<file path="config.mk">
export PLATFORM = sky130hd
export DESIGN_NAME = mem_subsys_ctrl_flat
export DESIGN_NICKNAME = d
export VERILOG_FILES = /design/src/rtl/msc_pkg.sv /design/src/rtl/mem_subsys_ctrl_if.sv /design/src/rtl/msc_channel.sv /design/src/rtl/mem_subsys_ctrl.sv /design/src/flat_wrapper.sv
export SDC_FILE = /design/constraint.sdc
export NUM_CORES = 1
export LEC_CHECK = 0
export ABC_AREA = 0
export CORE_UTILIZATION = 44
export CTS_CLUSTER_SIZE = 12
export DETAILED_ROUTE_END_ITERATION = 7
export PLACE_DENSITY = 0.78
export SYNTH_ARGS = -nofsm -noshare
export SYNTH_HDL_FRONTEND = slang
export SYNTH_SLANG_ARGS = --single-unit
</file>
<file path="constraint.sdc">
create_clock -name clk -period 1.78 [get_ports clk]
set_input_delay 0.178 -clock clk [delete_from_list [all_inputs] [get_ports clk]]
set_output_delay 0.178 -clock clk [all_outputs]
set_load 0.05 [all_outputs]
</file>
<file path="src/rtl/msc_pkg.sv">
// Shared definitions for the memory subsystem control block.
// Register index map, control bit positions and the per-channel sequencer states.
// No logic; imported by every file of mem_subsys_ctrl.
package msc_pkg;

    // Register select values on the IO bus (A[1:0]).
    localparam logic [1:0] CTRL_P1 = 2'd0;
    localparam logic [1:0] PAGE_P1 = 2'd1;
    localparam logic [1:0] CTRL_P2 = 2'd2;
    localparam logic [1:0] PAGE_P2 = 2'd3;

    // Bit positions inside a control register write.
    localparam int BIT_RST   = 0;
    localparam int BIT_FLUSH = 1;
    localparam int BIT_PF    = 2;
    localparam int BIT_EN    = 3;

    // Channel sequencer: wait for a quiescent cache, then pulse.
    typedef enum logic [1:0] {
        IDLE   = 2'd0,
        WAIT_Q = 2'd1,
        PULSE  = 2'd2
    } chan_state_e;

endpackage

</file>
<file path="src/rtl/mem_subsys_ctrl_if.sv">
// CPU IO write port plus both cache controller connections of mem_subsys_ctrl.
// Pure wiring, zero latency.
// No backpressure on the write side; req holds off cache commands, ready is observation only.
interface mem_subsys_ctrl_if;

    logic       wren;
    logic [1:0] A;
    logic [7:0] data;

    logic [7:0] p1_page;
    logic [7:0] p2_page;
    logic       p1_reset;
    logic       p2_reset;
    logic       p1_prefetch;
    logic       p2_prefetch;
    logic       p2_flush;

    logic       p1_req;
    logic       p2_req;
    logic       p1_ready;
    logic       p2_ready;

    // CPU and cache side: drives the write strobe and the cache request status.
    modport master (
        output wren, A, data, p1_req, p2_req, p1_ready, p2_ready,
        input  p1_page, p2_page, p1_reset, p2_reset, p1_prefetch, p2_prefetch, p2_flush
    );

    // Control block side.
    modport slave (
        input  wren, A, data, p1_req, p2_req, p1_ready, p2_ready,
        output p1_page, p2_page, p1_reset, p2_reset, p1_prefetch, p2_prefetch, p2_flush
    );

endinterface

</file>
<file path="src/rtl/msc_channel.sv">
// One cache channel: latches reset/flush commands, waits for req=0, then emits a registered pulse.
// Latency: pulse asserts after the second edge following the write when req=0; prefetch after one edge.
// Backpressure: req=1 stalls the pulse indefinitely; commands written while busy are dropped.
// Build option MSC_PREFETCH_EN: when undefined the prefetch output is tied low.
module msc_channel
    import msc_pkg::*;
#(
    parameter int RESET_CYCLES = 2,
    parameter bit FLUSH_EN     = 1'b0
) (
    input  logic clk,
    input  logic rst,
    input  logic ctrl_wr,
    input  logic cmd_rst,
    input  logic cmd_flush,
    input  logic cmd_pf,
    input  logic req,
    output logic cache_reset,
    output logic cache_flush,
    output logic prefetch
);

    localparam int CNT_W = (RESET_CYCLES > 1) ? $clog2(RESET_CYCLES) : 1;

    chan_state_e      state_q, state_d;
    logic [CNT_W-1:0] cnt_q, cnt_d;
    logic             is_rst_q, is_rst_d;
    logic             reset_q, reset_d;
    logic             flush_q, flush_d;
    logic             pf_q, pf_d;

    // Next state, pulse length counter and registered pulse outputs.
    always_comb begin
        state_d  = state_q;
        cnt_d    = cnt_q;
        is_rst_d = is_rst_q;
        case (state_q)
            IDLE: begin
                // Reset wins over flush when both are requested.
                if (ctrl_wr && (cmd_rst || (FLUSH_EN && cmd_flush))) begin
                    state_d  = WAIT_Q;
                    is_rst_d = cmd_rst;
                end
            end
            WAIT_Q: begin
                if (!req) begin
                    state_d = PULSE;
                    cnt_d   = is_rst_q ? CNT_W'(RESET_CYCLES - 1) : '0;
                end
            end
            PULSE: begin
                if (cnt_q == '0) begin
                    state_d = IDLE;
                end else begin
                    cnt_d = cnt_q - CNT_W'(1);
                end
            end
            default: state_d = IDLE;
        endcase
        reset_d = (state_d == PULSE) && is_rst_d;
        flush_d = FLUSH_EN && (state_d == PULSE) && !is_rst_d;
    end

`ifdef MSC_PREFETCH_EN
    // Prefetch level follows every enabled control write, busy or not.
    always_comb begin
        pf_d = pf_q;
        if (ctrl_wr) begin
            pf_d = cmd_pf;
        end
    end
`else
    logic unused_pf;
    assign unused_pf = cmd_pf;

    // Prefetch support not built: level stays low.
    always_comb begin
        pf_d = 1'b0;
    end
`endif

    // State and output registers; the cache is held in reset with the system.
    always_ff @(posedge clk or posedge rst) begin
        if (rst) begin
            state_q  <= IDLE;
            cnt_q    <= '0;
            is_rst_q <= 1'b0;
            reset_q  <= 1'b1;
            flush_q  <= 1'b0;
            pf_q     <= 1'b0;
        end else begin
            state_q  <= state_d;
            cnt_q    <= cnt_d;
            is_rst_q <= is_rst_d;
            reset_q  <= reset_d;
            flush_q  <= flush_d;
            pf_q     <= pf_d;
        end
    end

    assign cache_reset = reset_q;
    assign cache_flush = flush_q;
    assign prefetch    = pf_q;

endmodule

</file>
<file path="src/rtl/mem_subsys_ctrl.sv">
// IO-mapped control for program (P1) and data (P2) caches: page registers plus reset/flush/prefetch.
// Latency: page and prefetch one edge after the write; cache pulses after req=0 is seen.
// Backpressure: none on the IO write; cache req defers reset/flush. Option macro MSC_PREFETCH_EN.
module mem_subsys_ctrl
    import msc_pkg::*;
#(
    parameter int RESET_CYCLES = 2
) (
    input  logic              clk,
    input  logic              rst,
    mem_subsys_ctrl_if.slave  bus
);

    logic [7:0] p1_page_q, p1_page_d;
    logic [7:0] p2_page_q, p2_page_d;
    logic       p1_ctrl_wr;
    logic       p2_ctrl_wr;
    logic       unused_ready;
    logic       unused_p1_flush;

    // ready is carried for port compatibility only.
    assign unused_ready = bus.p1_ready | bus.p2_ready;

    // Control writes without the enable bit are discarded here.
    assign p1_ctrl_wr = bus.wren && (bus.A == CTRL_P1) && bus.data[BIT_EN];
    assign p2_ctrl_wr = bus.wren && (bus.A == CTRL_P2) && bus.data[BIT_EN];

    // Page registers load on any write to their index, independent of the channels.
    always_comb begin
        p1_page_d = p1_page_q;
        p2_page_d = p2_page_q;
        if (bus.wren && (bus.A == PAGE_P1)) begin
            p1_page_d = bus.data;
        end
        if (bus.wren && (bus.A == PAGE_P2)) begin
            p2_page_d = bus.data;
        end
    end

    // Page register storage.
    always_ff @(posedge clk or posedge rst) begin
        if (rst) begin
            p1_page_q <= 8'h00;
            p2_page_q <= 8'h00;
        end else begin
            p1_page_q <= p1_page_d;
            p2_page_q <= p2_page_d;
        end
    end

    assign bus.p1_page = p1_page_q;
    assign bus.p2_page = p2_page_q;

    msc_channel #(
        .RESET_CYCLES (RESET_CYCLES),
        .FLUSH_EN     (1'b0)
    ) u_p1 (
        .clk         (clk),
        .rst         (rst),
        .ctrl_wr     (p1_ctrl_wr),
        .cmd_rst     (bus.data[BIT_RST]),
        .cmd_flush   (bus.data[BIT_FLUSH]),
        .cmd_pf      (bus.data[BIT_PF]),
        .req         (bus.p1_req),
        .cache_reset (bus.p1_reset),
        .cache_flush (unused_p1_flush),
        .prefetch    (bus.p1_prefetch)
    );

    msc_channel #(
        .RESET_CYCLES (RESET_CYCLES),
        .FLUSH_EN     (1'b1)
    ) u_p2 (
        .clk         (clk),
        .rst         (rst),
        .ctrl_wr     (p2_ctrl_wr),
        .cmd_rst     (bus.data[BIT_RST]),
        .cmd_flush   (bus.data[BIT_FLUSH]),
        .cmd_pf      (bus.data[BIT_PF]),
        .req         (bus.p2_req),
        .cache_reset (bus.p2_reset),
        .cache_flush (bus.p2_flush),
        .prefetch    (bus.p2_prefetch)
    );

endmodule

</file>
<file path="src/flat_wrapper.sv">
// flat-port wrapper written by rule: the top's interface ports become plain ports
module mem_subsys_ctrl_flat import msc_pkg::*;
#(
    parameter int RESET_CYCLES = 2
)
  (clk, rst, bus_wren, bus_A, bus_data, bus_p1_req, bus_p2_req, bus_p1_ready, bus_p2_ready, bus_p1_page, bus_p2_page, bus_p1_reset, bus_p2_reset, bus_p1_prefetch, bus_p2_prefetch, bus_p2_flush);
  mem_subsys_ctrl_if bus_i ();
  input  logic clk;
  input  logic rst;
  input wire logic [$bits(bus_i.wren)-1:0] bus_wren;
  input wire logic [$bits(bus_i.A)-1:0] bus_A;
  input wire logic [$bits(bus_i.data)-1:0] bus_data;
  input wire logic [$bits(bus_i.p1_req)-1:0] bus_p1_req;
  input wire logic [$bits(bus_i.p2_req)-1:0] bus_p2_req;
  input wire logic [$bits(bus_i.p1_ready)-1:0] bus_p1_ready;
  input wire logic [$bits(bus_i.p2_ready)-1:0] bus_p2_ready;
  output wire logic [$bits(bus_i.p1_page)-1:0] bus_p1_page;
  output wire logic [$bits(bus_i.p2_page)-1:0] bus_p2_page;
  output wire logic [$bits(bus_i.p1_reset)-1:0] bus_p1_reset;
  output wire logic [$bits(bus_i.p2_reset)-1:0] bus_p2_reset;
  output wire logic [$bits(bus_i.p1_prefetch)-1:0] bus_p1_prefetch;
  output wire logic [$bits(bus_i.p2_prefetch)-1:0] bus_p2_prefetch;
  output wire logic [$bits(bus_i.p2_flush)-1:0] bus_p2_flush;
  assign bus_i.wren = bus_wren;
  assign bus_i.A = bus_A;
  assign bus_i.data = bus_data;
  assign bus_i.p1_req = bus_p1_req;
  assign bus_i.p2_req = bus_p2_req;
  assign bus_i.p1_ready = bus_p1_ready;
  assign bus_i.p2_ready = bus_p2_ready;
  assign bus_p1_page = bus_i.p1_page;
  assign bus_p2_page = bus_i.p2_page;
  assign bus_p1_reset = bus_i.p1_reset;
  assign bus_p2_reset = bus_i.p2_reset;
  assign bus_p1_prefetch = bus_i.p1_prefetch;
  assign bus_p2_prefetch = bus_i.p2_prefetch;
  assign bus_p2_flush = bus_i.p2_flush;
  mem_subsys_ctrl #(.RESET_CYCLES(RESET_CYCLES)) u_core (.clk(clk), .rst(rst), .bus(bus_i));
endmodule
</file>
* Word-level counts from Yosys, hierarchy flattened
Cells that the tools add are included. Widths: inputs -> output; s select.
Operators by class: add/sub/neg operators 2, multiply operators 0, div/mod/pow operators 0, order comparisons 0, eq/ne operators 11, shift-type cells 0, multiplexer cells 20, bitwise operators 0, reduce and logical (&&, ||, !) cells 20
Operator list (count):
- $eq 2x2->1 const B | 6
- $mux 2 | 6
- $pmux 2 s3 | 2
- $logic_and 1x1->1 | 11
- $mux 1 | 10
- $eq 2x1->1 const B | 3
- $logic_not 2->1 | 3
- $ne 2x2->1 const B | 2
- $pmux 1 s2 | 2
- $reduce_and 2->1 | 2
- $reduce_bool 2->1 | 2
- $sub 1x1->1 const B | 2
- $logic_not 1->1 | 1
- $logic_or 1x1->1 | 1
Storage, ports and cells: flip-flop bits (word level) 27, bits in latches 0, RAM bits 0, memory bits (read-only) 0, bits of input ports 17, output and inout port bits 21, word-level logic and storage cells 64, memories 0

* Logic depth before layout (Yosys ltp)
word-level depth 8, mapped depth 3, gate-level depth less buffers 3

* Modules after synthesis
From an unflattened synthesis, not the netlist that was laid out.
Second synthesis, totals: cell total of the unflattened synthesis 85, area total of the unflattened synthesis 1152.4 um2
By module, submodules not included:
- mem_subsys_ctrl | instances 1, cells an instance 37, area each 645.6 um2, seq. area each 400.4 um2
- msc_channel (u_core.u_p2) | instances 1, cells an instance 25, area each 266.5 um2, seq. area each 151.4 um2
- msc_channel (u_core.u_p1) | instances 1, cells an instance 23, area each 240.2 um2, seq. area each 126.4 um2

* Least setup slack after synthesis
Ideal clock, no wire load.
path type register to register, from reg u_core.u_p2.state_q[1], to reg u_core.u_p2.flush_q, in the netlist u_core.u_p2.cache_flush, library setup time 0.120 ns, arrival 1.208 ns, data required time 1.660 ns, path slack 0.453 ns, cell stages (with the launch flop) 4, path buffers 0, clock period less this slack 1.327 ns, cell sequence dfrtp_1 > nand2b_1 > or4b_1 > and3b_1
On the way: cells in the longest elaborated chain, start to end 4, elaborated cells on any way between the ends 11, classes of those cells eq/ne: 3; mux: 5; reduce/logical: 3
RTL lines:
- start: declaration | RTL line msc_channel.sv:25 | chan_state_e state_q, state_d;
- start signal: assignment | RTL line msc_channel.sv:92 | state_q <= state_d;
- $eq 2x2->1, or another cell as far along | RTL line msc_channel.sv:37 | case (state_q)
- $pmux 2 s3 or $mux 1 (tied branches) | RTL line msc_channel.sv:37
- $eq 2x2->1 or $logic_not 1->1 (tied branches) | RTL line msc_channel.sv:61 | flush_d = FLUSH_EN && (state_d == PULSE) && !is_rst_d;
- $logic_and 1x1->1 * | RTL line msc_channel.sv:61
- via u_core.u_p2.flush_d | RTL line msc_channel.sv:29 | logic flush_q, flush_d;
- end signal: assignment | RTL line msc_channel.sv:96 | flush_q <= flush_d;
- end: declaration | RTL line msc_channel.sv:29
Mark *: on every way through the listed nets, which the timed path passes. The rest lies on a longest branch. A chain may end at the register's enable or synchronous reset.

* Final worst setup path
from reg u_core.p2_page_q[1], in the netlist u_core.bus.p2_page[1], to out bus_p2_page[1]
RTL lines:
- start: declaration | RTL line mem_subsys_ctrl.sv:15 | logic [7:0] p2_page_q, p2_page_d;
- start signal: assignment | RTL line mem_subsys_ctrl.sv:47 | p2_page_q <= p2_page_d;
- end: declaration | RTL line flat_wrapper.sv:18 | output wire logic [$bits(bus_i.p2_page)-1:0] bus_p2_page;
No word-level cell between the ends.

==> flow_metrics.tcl <==
set metrics [dict create \
    status "complete, no violations" \
    clk_path_buf_depth 2 \
    routed-via-count 756 \
    r2r_end "u_core.u_p2.cache_flush" \
    slew_violations 0 \
    antenna_cells 0 \
    tns_ps 0 \
    grt_pass1_vias 758 \
    cp_slowest_cell "clkdlybuf4s50_1" \
    hold_path_class "input pin to async pin" \
    drt-pass1-iter-count 3 \
    multi_input_area_um2 399.1 \
    final_nets 138 \
    wl_per_cell_um 13.66 \
    worstSetupPathType "flop to primary output" \
    ff_latch_area_um2 678.2 \
    fmax_mhz 592.5 \
    hpwl_um 1532 \
    grt.overflow.total 0 \
    io_buffers 33 \
    worstPathMaxFanout 2 \
    slew_headroom_pct 65.19 \
    p_leak_nw 0.6636 \
    critPathLaunchType "flop" \
    critPathMaxStageDelay_ps 810 \
    root_buffer "clkbuf_4" \
    drc_errors 0 \
    mostFrequentLayoutCells "clkdlybuf4s50_1 (31), dfrtp_1 (25), mux2_2 (16)" \
    pre_cts_slack_ps 65.28 \
    drt_iter0_drc 3 \
    grt_max_degree 28 \
    p_total_mw 1.621 \
    cts_made_buffers 3 \
    critPathArrivalTime_ps 1510 \
    yosysTopAreaCellShare_pct 56.50 \
    vias_per_cell 5.108 \
    clock-sinks 27 \
    start_util_pct 48.20 \
    core_area_um2 2297 \
    tritoncts "yes" \
    crit_path_end "bus_p2_page[1]" \
    crit_chain "clkdlybuf4s50_1" \
    synth-warning-count 0 \
    synthDistinctLibCells 27 \
    tightest_slew_ps 520.5 \
    post_cts_buffers 0 \
    fillers 187 \
    clock_latency_ps 320 \
    reg2reg_depth 3 \
    synth_cells 82 \
    wl_um 2022 \
    gr-usage-all-layers_pct 17.10 \
    gp_congestion 0.7524 \
    path_delay_family "buffers and inverters" \
    fin_crit_ps 1688 \
    clkTransAtPathRegs_ps 140 \
    cp-startpoint "u_core.bus.p2_page[1]" \
    die_y_um 52.17 \
    timing_hold_violations_final 0 \
    path_buf_inv 1 \
    num_rows 17 \
    fin_skew_ps 2.461 \
    setup_violations 0 \
    ctsResizeCount 0 \
    r2r_setup_slack_ps 390 \
    rsz0062_at_grt "false" \
    powerDensity_nw_per_um2 1082 \
    timing.hold.ws_ps 198.0 \
    synth_top_area_cell "dfrtp_1" \
    synth_area_per_cell_um2 13.50 \
    die_area_um2 2721 \
    finalWorstSetupSlack_ps 92.22 \
    syn_area_um2 1107 \
    required_ps 1600 \
    cts_hold_buf 0 \
    layout_commonest_cell "clkdlybuf4s50_1" \
    ant_nets 0 \
    r2r-start "u_core.u_p2.state_q[1]" \
    maxCapViolations 0 \
    drive_gt1_share_pct 22.50 \
    irDropWorstVdd_v 0.0008147 \
    synth_seq_area_share_pct 61.24 \
    synth-seq-cells 27 \
    end_kind "primary output" \
    fin_crit_sh_pct 94.82 \
    cp.depth 1 \
    ioPinCount 38 \
    syn_to_final_growth_pct 35.25 \
    htree_levels 1 \
    utilization_pct 65.20 \
    antenna_found_initial 0 \
    die_x_um 52.17 \
    synth.area.top_cells "dfrtp_1 (56%), mux2_2 (16%), dfstp_2 (4.7%)" \
    grt_pass1_wl_um 3229 \
]
## state kept, by name, summed over array words and instances, names as in the netlist
| name | count |
|---|---|
| u_core.bus.p1_page | 8 |
| u_core.u_p2.is_rst_q | 1 |
| u_core.bus.p2_page | 8 |
| u_core.u_p1.is_rst_q | 1 |
| u_core.u_p2.cache_flush | 1 |
| u_core.u_p1.state_q | 2 |
| u_core.u_p2.cnt_q | 1 |
| u_core.u_p2.cache_reset | 1 |
| u_core.u_p1.cnt_q | 1 |
| u_core.u_p2.state_q | 2 |
| u_core.u_p1.cache_reset | 1 |
## worst min path at each step
stage,from,end,slack (ps)
3_3_place_gp,u_core.u_p1.is_rst_q,u_core.u_p1.is_rst_q,470
3_5_place_dp,u_core.u_p1.is_rst_q,u_core.u_p1.is_rst_q,480
2_1_floorplan,rst,u_core.bus.p1_page[0],230
5_1_grt,rst,u_core.u_p1.cnt_q,250
4_1_cts,rst,u_core.u_p1.state_q[1],210
6_report,rst,u_core.u_p2.state_q[0],200
## layout make-up
| class | count | area share (%) |
|---|---|---|
| well taps | 28 | 2.339 |
| clock buffers | 4 | 1.754 |
| flip-flops and latches | 27 | 45.28 |
| repair buffers | 35 | 22.72 |
| multi-input cells | 49 | 26.65 |
| inverters | 5 | 1.253 |
## Yosys cell counts, drive strengths merged
cell	instances
a21oi	2
a22o	1
a31o	1
a31oi	1
a32o	1
and2	1
and3b	1
buf	2
conb	1
dfrtp	25
dfstp	2
inv	5
mux2	16
nand2	4
nand2b	5
nand3	1
nand3b	2
nor2	2
nor2b	1
nor4	1
o21ai	1
o22a	1
o22ai	1
o41ai	2
or3	1
or4b	1
## layer usage
layer  routed length, um  up-vias  global-route usage, %
met2                1077       17                  30.98
met5                   0        -                      0
met3                  69        4                  2.632
li1                    -      362                      -
met4                  30        0                  10.53
met1                 845      373                  18.39
## logic make-up after synthesis
family                 count (synthesis)  synth area share [%]
other                                  1                0.3387
multiplexers                          16                 16.27
flip-flops                            27                 61.24
AND/OR/NAND/NOR                       20                 11.75
AO/OA/AOI/OAI                         11                 7.346
buffers and inverters                  7                 3.051
## where the power goes
group          internal [mW]  leakage [nW]  switching [mW]
clock                 0.0877        0.0150           0.173
sequential             0.709         0.326          0.0491
combinational          0.231         0.323           0.371
total                   1.03         0.664           0.593
## metrics by stage
stage	instance area, um^2	std cells
2_1_floorplan	1111	83
3_3_place_gp	1471	144
3_5_place_dp	1471	144
4_1_cts	1498	148
5_1_grt	1498	148
6_report	1498	148
(Power assumes the default switching activity.)
